## src/rtl/sniffer_pkg.sv

```systemverilog
// Shared widths and helpers for the multi-port sniffer: packet/port-id width
// derivation, {tag, resp, data} packing and saturating counter increment.
package sniffer_pkg;

    // Helpers work on a wide carrier so they stay parameter-agnostic; callers
    // zero-extend their arguments and size-cast the result back down.
    localparam int MAX_W = 128;

    function automatic int calc_pkt_w(input int tag_w, input int resp_w, input int data_w);
        return tag_w + resp_w + data_w;
    endfunction

    function automatic int calc_pid_w(input int num_ports);
        return (num_ports > 1) ? $clog2(num_ports) : 1;
    endfunction

    function automatic logic [MAX_W-1:0] pack_pkt(input logic [MAX_W-1:0] tag,
                                                  input logic [MAX_W-1:0] resp,
                                                  input logic [MAX_W-1:0] data,
                                                  input int resp_w,
                                                  input int data_w);
        return (tag << (resp_w + data_w)) | (resp << data_w) | data;
    endfunction

    function automatic logic [MAX_W-1:0] sat_inc(input logic [MAX_W-1:0] cnt, input int cnt_w);
        logic [MAX_W-1:0] cnt_max;
        cnt_max = (MAX_W'(1) << cnt_w) - MAX_W'(1);
        return (cnt >= cnt_max) ? cnt : cnt + MAX_W'(1);
    endfunction

endpackage

```

## src/rtl/sniffer_fifo.sv

```systemverilog
// Single-clock synchronous FIFO with a wrap-bit pointer scheme; head shows the
// oldest entry whenever empty is low.
module sniffer_fifo #(
    parameter int WIDTH = 36,
    parameter int DEPTH = 4
) (
    input  logic             clk,
    input  logic             rst,
    input  logic             push,
    input  logic [WIDTH-1:0] wr_data,
    input  logic             pop,
    output logic             full,
    output logic             empty,
    output logic [WIDTH-1:0] head
);

    localparam int AW = $clog2(DEPTH);

    logic [AW:0]      wr_ptr;
    logic [AW:0]      rd_ptr;
    logic [WIDTH-1:0] mem [DEPTH];

    // Same address with opposite wrap bits means the writer lapped the reader.
    assign full  = (wr_ptr[AW-1:0] == rd_ptr[AW-1:0]) && (wr_ptr[AW] != rd_ptr[AW]);
    assign empty = (wr_ptr == rd_ptr);
    assign head  = mem[rd_ptr[AW-1:0]];

    always_ff @(posedge clk or posedge rst) begin
        if (rst) begin
            wr_ptr <= '0;
            rd_ptr <= '0;
        end else begin
            if (push && !full)
                wr_ptr <= wr_ptr + (AW+1)'(1);
            if (pop && !empty)
                rd_ptr <= rd_ptr + (AW+1)'(1);
        end
    end

    always_ff @(posedge clk) begin
        if (push && !full)
            mem[wr_ptr[AW-1:0]] <= wr_data;
    end

endmodule

```

## src/rtl/sniffer_arb_mux.sv

```systemverilog
// Captures per-port {tag, resp, data} packets into per-port FIFOs and merges
// them round-robin onto one registered stream tagged with the source port.
//
// Output handshake: a packet transfers on a rising edge where out_valid and
// out_ready are both high; while out_valid is high and out_ready is low,
// out_packet and out_port_id hold steady and no FIFO is popped.
module sniffer_arb_mux
    import sniffer_pkg::*;
#(
    parameter int NUM_PORTS  = 4,
    parameter int DATA_W     = 32,
    parameter int RESP_W     = 2,
    parameter int TAG_W      = 2,
    parameter int FIFO_DEPTH = 4,
    parameter int CNT_W      = 16,
    localparam int PKT_W     = calc_pkt_w(TAG_W, RESP_W, DATA_W),
    localparam int PID_W     = calc_pid_w(NUM_PORTS)
) (
    input  logic                       clk,
    input  logic                       rst,
    input  logic [NUM_PORTS-1:0]       in_valid,
    input  logic [NUM_PORTS*DATA_W-1:0] in_data,
    input  logic [NUM_PORTS*RESP_W-1:0] in_resp,
    input  logic [NUM_PORTS*TAG_W-1:0] in_tag,
    output logic                       out_valid,
    input  logic                       out_ready,
    output logic [PID_W-1:0]           out_port_id,
    output logic [PKT_W-1:0]           out_packet,
    output logic [NUM_PORTS-1:0]       fifo_full,
    output logic [NUM_PORTS*CNT_W-1:0] drop_count,
    input  logic                       drop_clr
);

    logic [NUM_PORTS-1:0] push;
    logic [NUM_PORTS-1:0] pop;
    logic [NUM_PORTS-1:0] empty;
    logic [PKT_W-1:0]     head [NUM_PORTS];

    logic [PID_W-1:0] rr_ptr;
    logic [PID_W-1:0] grant_idx;
    logic [PID_W-1:0] next_ptr;
    logic             grant_valid;
    logic             load;

    assign load = !out_valid || out_ready;

    for (genvar i = 0; i < NUM_PORTS; i++) begin : g_port
        logic [PKT_W-1:0] pkt;
        logic [CNT_W-1:0] cnt;

        assign pkt = PKT_W'(pack_pkt(MAX_W'(in_tag[i*TAG_W +: TAG_W]),
                                     MAX_W'(in_resp[i*RESP_W +: RESP_W]),
                                     MAX_W'(in_data[i*DATA_W +: DATA_W]),
                                     RESP_W, DATA_W));

        // Full is the pre-edge flag, so a pop in the same cycle cannot rescue a push.
        assign push[i] = in_valid[i] && !fifo_full[i];
        assign pop[i]  = load && grant_valid && (grant_idx == PID_W'(i));

        sniffer_fifo #(
            .WIDTH (PKT_W),
            .DEPTH (FIFO_DEPTH)
        ) u_fifo (
            .clk     (clk),
            .rst     (rst),
            .push    (push[i]),
            .wr_data (pkt),
            .pop     (pop[i]),
            .full    (fifo_full[i]),
            .empty   (empty[i]),
            .head    (head[i])
        );

        // Clear wins over a coincident drop.
        always_ff @(posedge clk or posedge rst) begin
            if (rst)
                cnt <= '0;
            else if (drop_clr)
                cnt <= '0;
            else if (in_valid[i] && fifo_full[i])
                cnt <= CNT_W'(sat_inc(MAX_W'(cnt), CNT_W));
        end

        assign drop_count[i*CNT_W +: CNT_W] = cnt;
    end

    // Round-robin search starting at rr_ptr, which points one past the last grant.
    always_comb begin
        logic [PID_W-1:0] idx;
        grant_valid = 1'b0;
        grant_idx   = '0;
        idx         = '0;
        for (int k = 0; k < NUM_PORTS; k++) begin
            idx = PID_W'((int'(rr_ptr) + k) % NUM_PORTS);
            if (!grant_valid && !empty[idx]) begin
                grant_valid = 1'b1;
                grant_idx   = idx;
            end
        end
    end

    assign next_ptr = (grant_idx == PID_W'(NUM_PORTS - 1)) ? '0 : grant_idx + PID_W'(1);

    always_ff @(posedge clk or posedge rst) begin
        if (rst) begin
            out_valid   <= 1'b0;
            out_packet  <= '0;
            out_port_id <= '0;
            rr_ptr      <= '0;
        end else if (load) begin
            out_valid <= grant_valid;
            if (grant_valid) begin
                out_packet  <= head[grant_idx];
                out_port_id <= grant_idx;
                rr_ptr      <= next_ptr;
            end
        end
    end

endmodule

```

## config.mk

```make
export PLATFORM = sky130hd
export DESIGN_NAME = sniffer_arb_mux
export DESIGN_NICKNAME = d
export VERILOG_FILES = /design/src/rtl/sniffer_pkg.sv /design/src/rtl/sniffer_fifo.sv /design/src/rtl/sniffer_arb_mux.sv
export SDC_FILE = /design/constraint.sdc
export NUM_CORES = 1
export LEC_CHECK = 0
export ABC_AREA = 0
export BUFFER_PORTS_ARGS = -buffer_cell sky130_fd_sc_hd__buf_2
export CORE_MARGIN = 2
export CORE_UTILIZATION = 59
export DETAILED_ROUTE_END_ITERATION = 12
export PLACE_DENSITY_LB_ADDON = 0.1
export REMOVE_ABC_BUFFERS = 1
export SLEW_MARGIN = 20
export SYNTH_ARGS = -nofsm -noshare
export SYNTH_HDL_FRONTEND = slang
export SYNTH_HIERARCHICAL = 1
export SYNTH_SLANG_ARGS = --single-unit
```

## constraint.sdc

```tcl
create_clock -name clk -period 3.71 [get_ports clk]
set_input_delay 0.371 -clock clk [delete_from_list [all_inputs] [get_ports clk]]
set_output_delay 0.371 -clock clk [all_outputs]
set_load 0.02 [all_outputs]
```

==> flow_summary.yaml <==
status:
  status: "finished clean"
cells_and_area:
  layout.nets: 2183
  design_area_um2: 34470
  drive_above_1_share_pct: 28.90
  area_delta_synth_final_pct: 20.13
  postLayoutCoreUtil_pct: 72.04
timing:
  fin_worst_skew_ns: 0.03002
  finalHoldViolCount: 0
  slew_viol_final: 0
  worst_pin_slew_ns: 0.9568
  period_needed_ns: 2.927
  slew_headroom_pct: 35.62
  max_freq_mhz: 341.6
  grt_setup_unrepaired: "no"
  holdWs_ns: 0.01971
  min_period_over_period_pct: 78.91
  setup_viol_count_final: 0
placed_design:
  placed_area_um2: 30780
  gp_congestion: 0.8671
  hpwl_mm: 42.07
  portBuffers: 258
clocking:
  cts.hold.buffers_added: 142
  clkSlewWorstSetupHoldPaths_ns: 0.06
  cts_setup_buffers: 0
  cts_buffer_depth: 3
  cts_max_level: 3
  clkSinkCount: 705
  cts_root_buf: "clkbuf_16"
  cts_tree: "built"
  numCtsBuffers: 72
  cts_resized: 0
  clkLatencyLatePin_ns: 0.62
route:
  postRouteAntennaNets: 0
  drt-initial-drc-count: 1452
  via_count: 15840
  wl_per_cell_um: 23.73
  drcViolationCount: 0
  drt_wl_total_mm: 63.67
  drt_first_pass_iters: 5
  vias_per_cell: 5.904
global_routing:
  globalRouteTotalUtil_pct: 25.75
  antenna_found_initial: 4
  grt_max_degree: 52
  grt_pass1_vias: 16060
  overflow: 0
  grt_pass1_wl_mm: 95.90
synth:
  syn_inst: 1564
  avgSynthCellArea_um2: 18.35
  async_flop_share_pct: 18.30
  synth_edf_count: 576
  synthMostInstantiatedCell: "edfxtp_1"
  synth_flop_cell: "edfxtp_1"
  synth.top_cell.area_share_pct: 60.28
  ys_seq_area_share_pct: 71.53
  synth.largest_area_cell: "edfxtp_1"
  netlist_top_cells_area: "edfxtp_1 60%, mux4_2 11%, dfrtp_1 11%"
  synthDistinctLibCells: 60
  synth_commonest_cells: "576 x edfxtp_1, 144 x mux4_2, 129 x dfrtp_1"
  ys.warnings.count: 6
  netlist_area_um2: 28690
  synth-seq-cells: 705
worst_setup_path:
  startpoint: "g_port[0].u_fifo/rd_ptr[1]$_DFFE_PP0P_"
  worst_ep_required_time_ns: 3.95
  path_max_fanout: 41
  endpoint_kind: "register"
  worstPathArrival_ns: 3.16
  critPathLaunchType: "register"
  r2r-start: "g_port[0].u_fifo/rd_ptr[1]$_DFFE_PP0P_"
  crit_type: "register to register"
floorplanning:
  floorplan.die_area_um2: 50410
  start_util_pct: 59.97
  num_io_pins: 259
  fp.dieH_um: 224.5
  rows: 80
  core_um2: 47850
  die_x_um: 224.5
min_path:
  min_path_type: "input port to register"
  hold_start: "in_data[22]"
pwr:
  power_density_nw_per_um2: 787.3
  p_leak_nw: 12.50
  peakVddDrop_mv: 0.5630
job:
  maxCapViolations: 0
[sequential cells by signal, indices dropped and copies added, names as in the netlist]
name / cells
g_port.cnt: 64
g_port.u_fifo/mem: 576
g_port.u_fifo/rd_ptr: 12
g_port.u_fifo/wr_ptr: 12
out_packet: 36
out_port_id: 2
out_valid: 1
rr_ptr: 2
[through the flow]
step,TNS (ns),power [W],instances,setup slack [ns]
5_1_grt,0,0.02836,2683,0.5491
4_1_cts,0,0.02737,2681,0.7450
6_report,0,0.02714,2683,0.7826
3_3_place_gp,0,0.02016,2406,0.8247
3_5_place_dp,0,0.02036,2406,0.7446
2_1_floorplan,-327.00,0.01700,1494,-2.395
[final cells by class]
cell class,count,area [um2]
flip-flops and latches,705,20530
fillers,3004,13380
multi-input cells,765,7690
repair buffers,439,3118
clock buffers,96,1974
well taps,615,769.5
clock inverters,37,284.0
inverters,24,92.59
diodes,2,5.005
[cells in the final DEF (no fill, tap or decap), types with 30 or more instances in the layout]
cell type,n
dfrtp_1,121
dlygate4sd3_1,142
buf_2,258
xnor2_1,48
nand2_1,79
clkbuf_16,74
mux4_2,144
o221ai_1,36
edfxtp_1,576
nor2_1,68
buf_4,30
a21oi_1,31
mux2i_1,75
[critical path: stages (launching register included)]
cell and delay, ns:
dfrtp_2 0.36, buf_4 0.49, xnor2_1 0.29, nand3_2 0.16
inv_1 0.10, nor2b_1 0.34, nand2_1 0.16, a31oi_4 0.16
buf_4 0.47
[kinds of logic after synthesis]
group / after synthesis / share of synthesized area, %
AND/OR/NAND/NOR: 298 / 5.272
buffers and inverters: 94 / 1.810
multiplexers: 220 / 13.96
adder cells (fa/ha/maj): 24 / 1.047
XOR/XNOR: 82 / 2.765
flip-flops: 705 / 71.53
AO/OA/AOI/OAI: 141 / 3.615
[report_power, final]
part           internal, W  switching, W
Sequential          0.0106      0.000757
Combinational      0.00373       0.00520
Clock              0.00392       0.00297
[metal layers]
layer,vias to the layer above,GRT usage (%),wire length (um)
li1,7149,-,-
met1,8064,34.38,25250
met2,515,42.92,32440
met3,108,5.774,4236
met4,4,7.840,1716
met5,-,0,28
[final timing paths]
check / endpoint / slack [ns] / cells past startpoint
setup / recovery: g_port[0].u_fifo/mem[3][15]$_DFFE_PP_ / 0.78 / 8
hold / removal: g_port[0].u_fifo/mem[3][22]$_DFFE_PP_ / 0.02 / 1
setup reg to reg: g_port[0].u_fifo/mem[3][15]$_DFFE_PP_ / 0.78 / 8
hold reg to reg: out_packet[8]$_DFFE_PP0P_ / 0.48 / 2
max in group asynchronous: g_port[2].cnt[11]$_DFFE_PP0P_ / 2.29 / 4
min in group asynchronous: g_port[0].u_fifo/wr_ptr[1]$_DFFE_PP0P_ / 0.37 / 3
No activity file was read; power rests on OpenSTA's default activity.
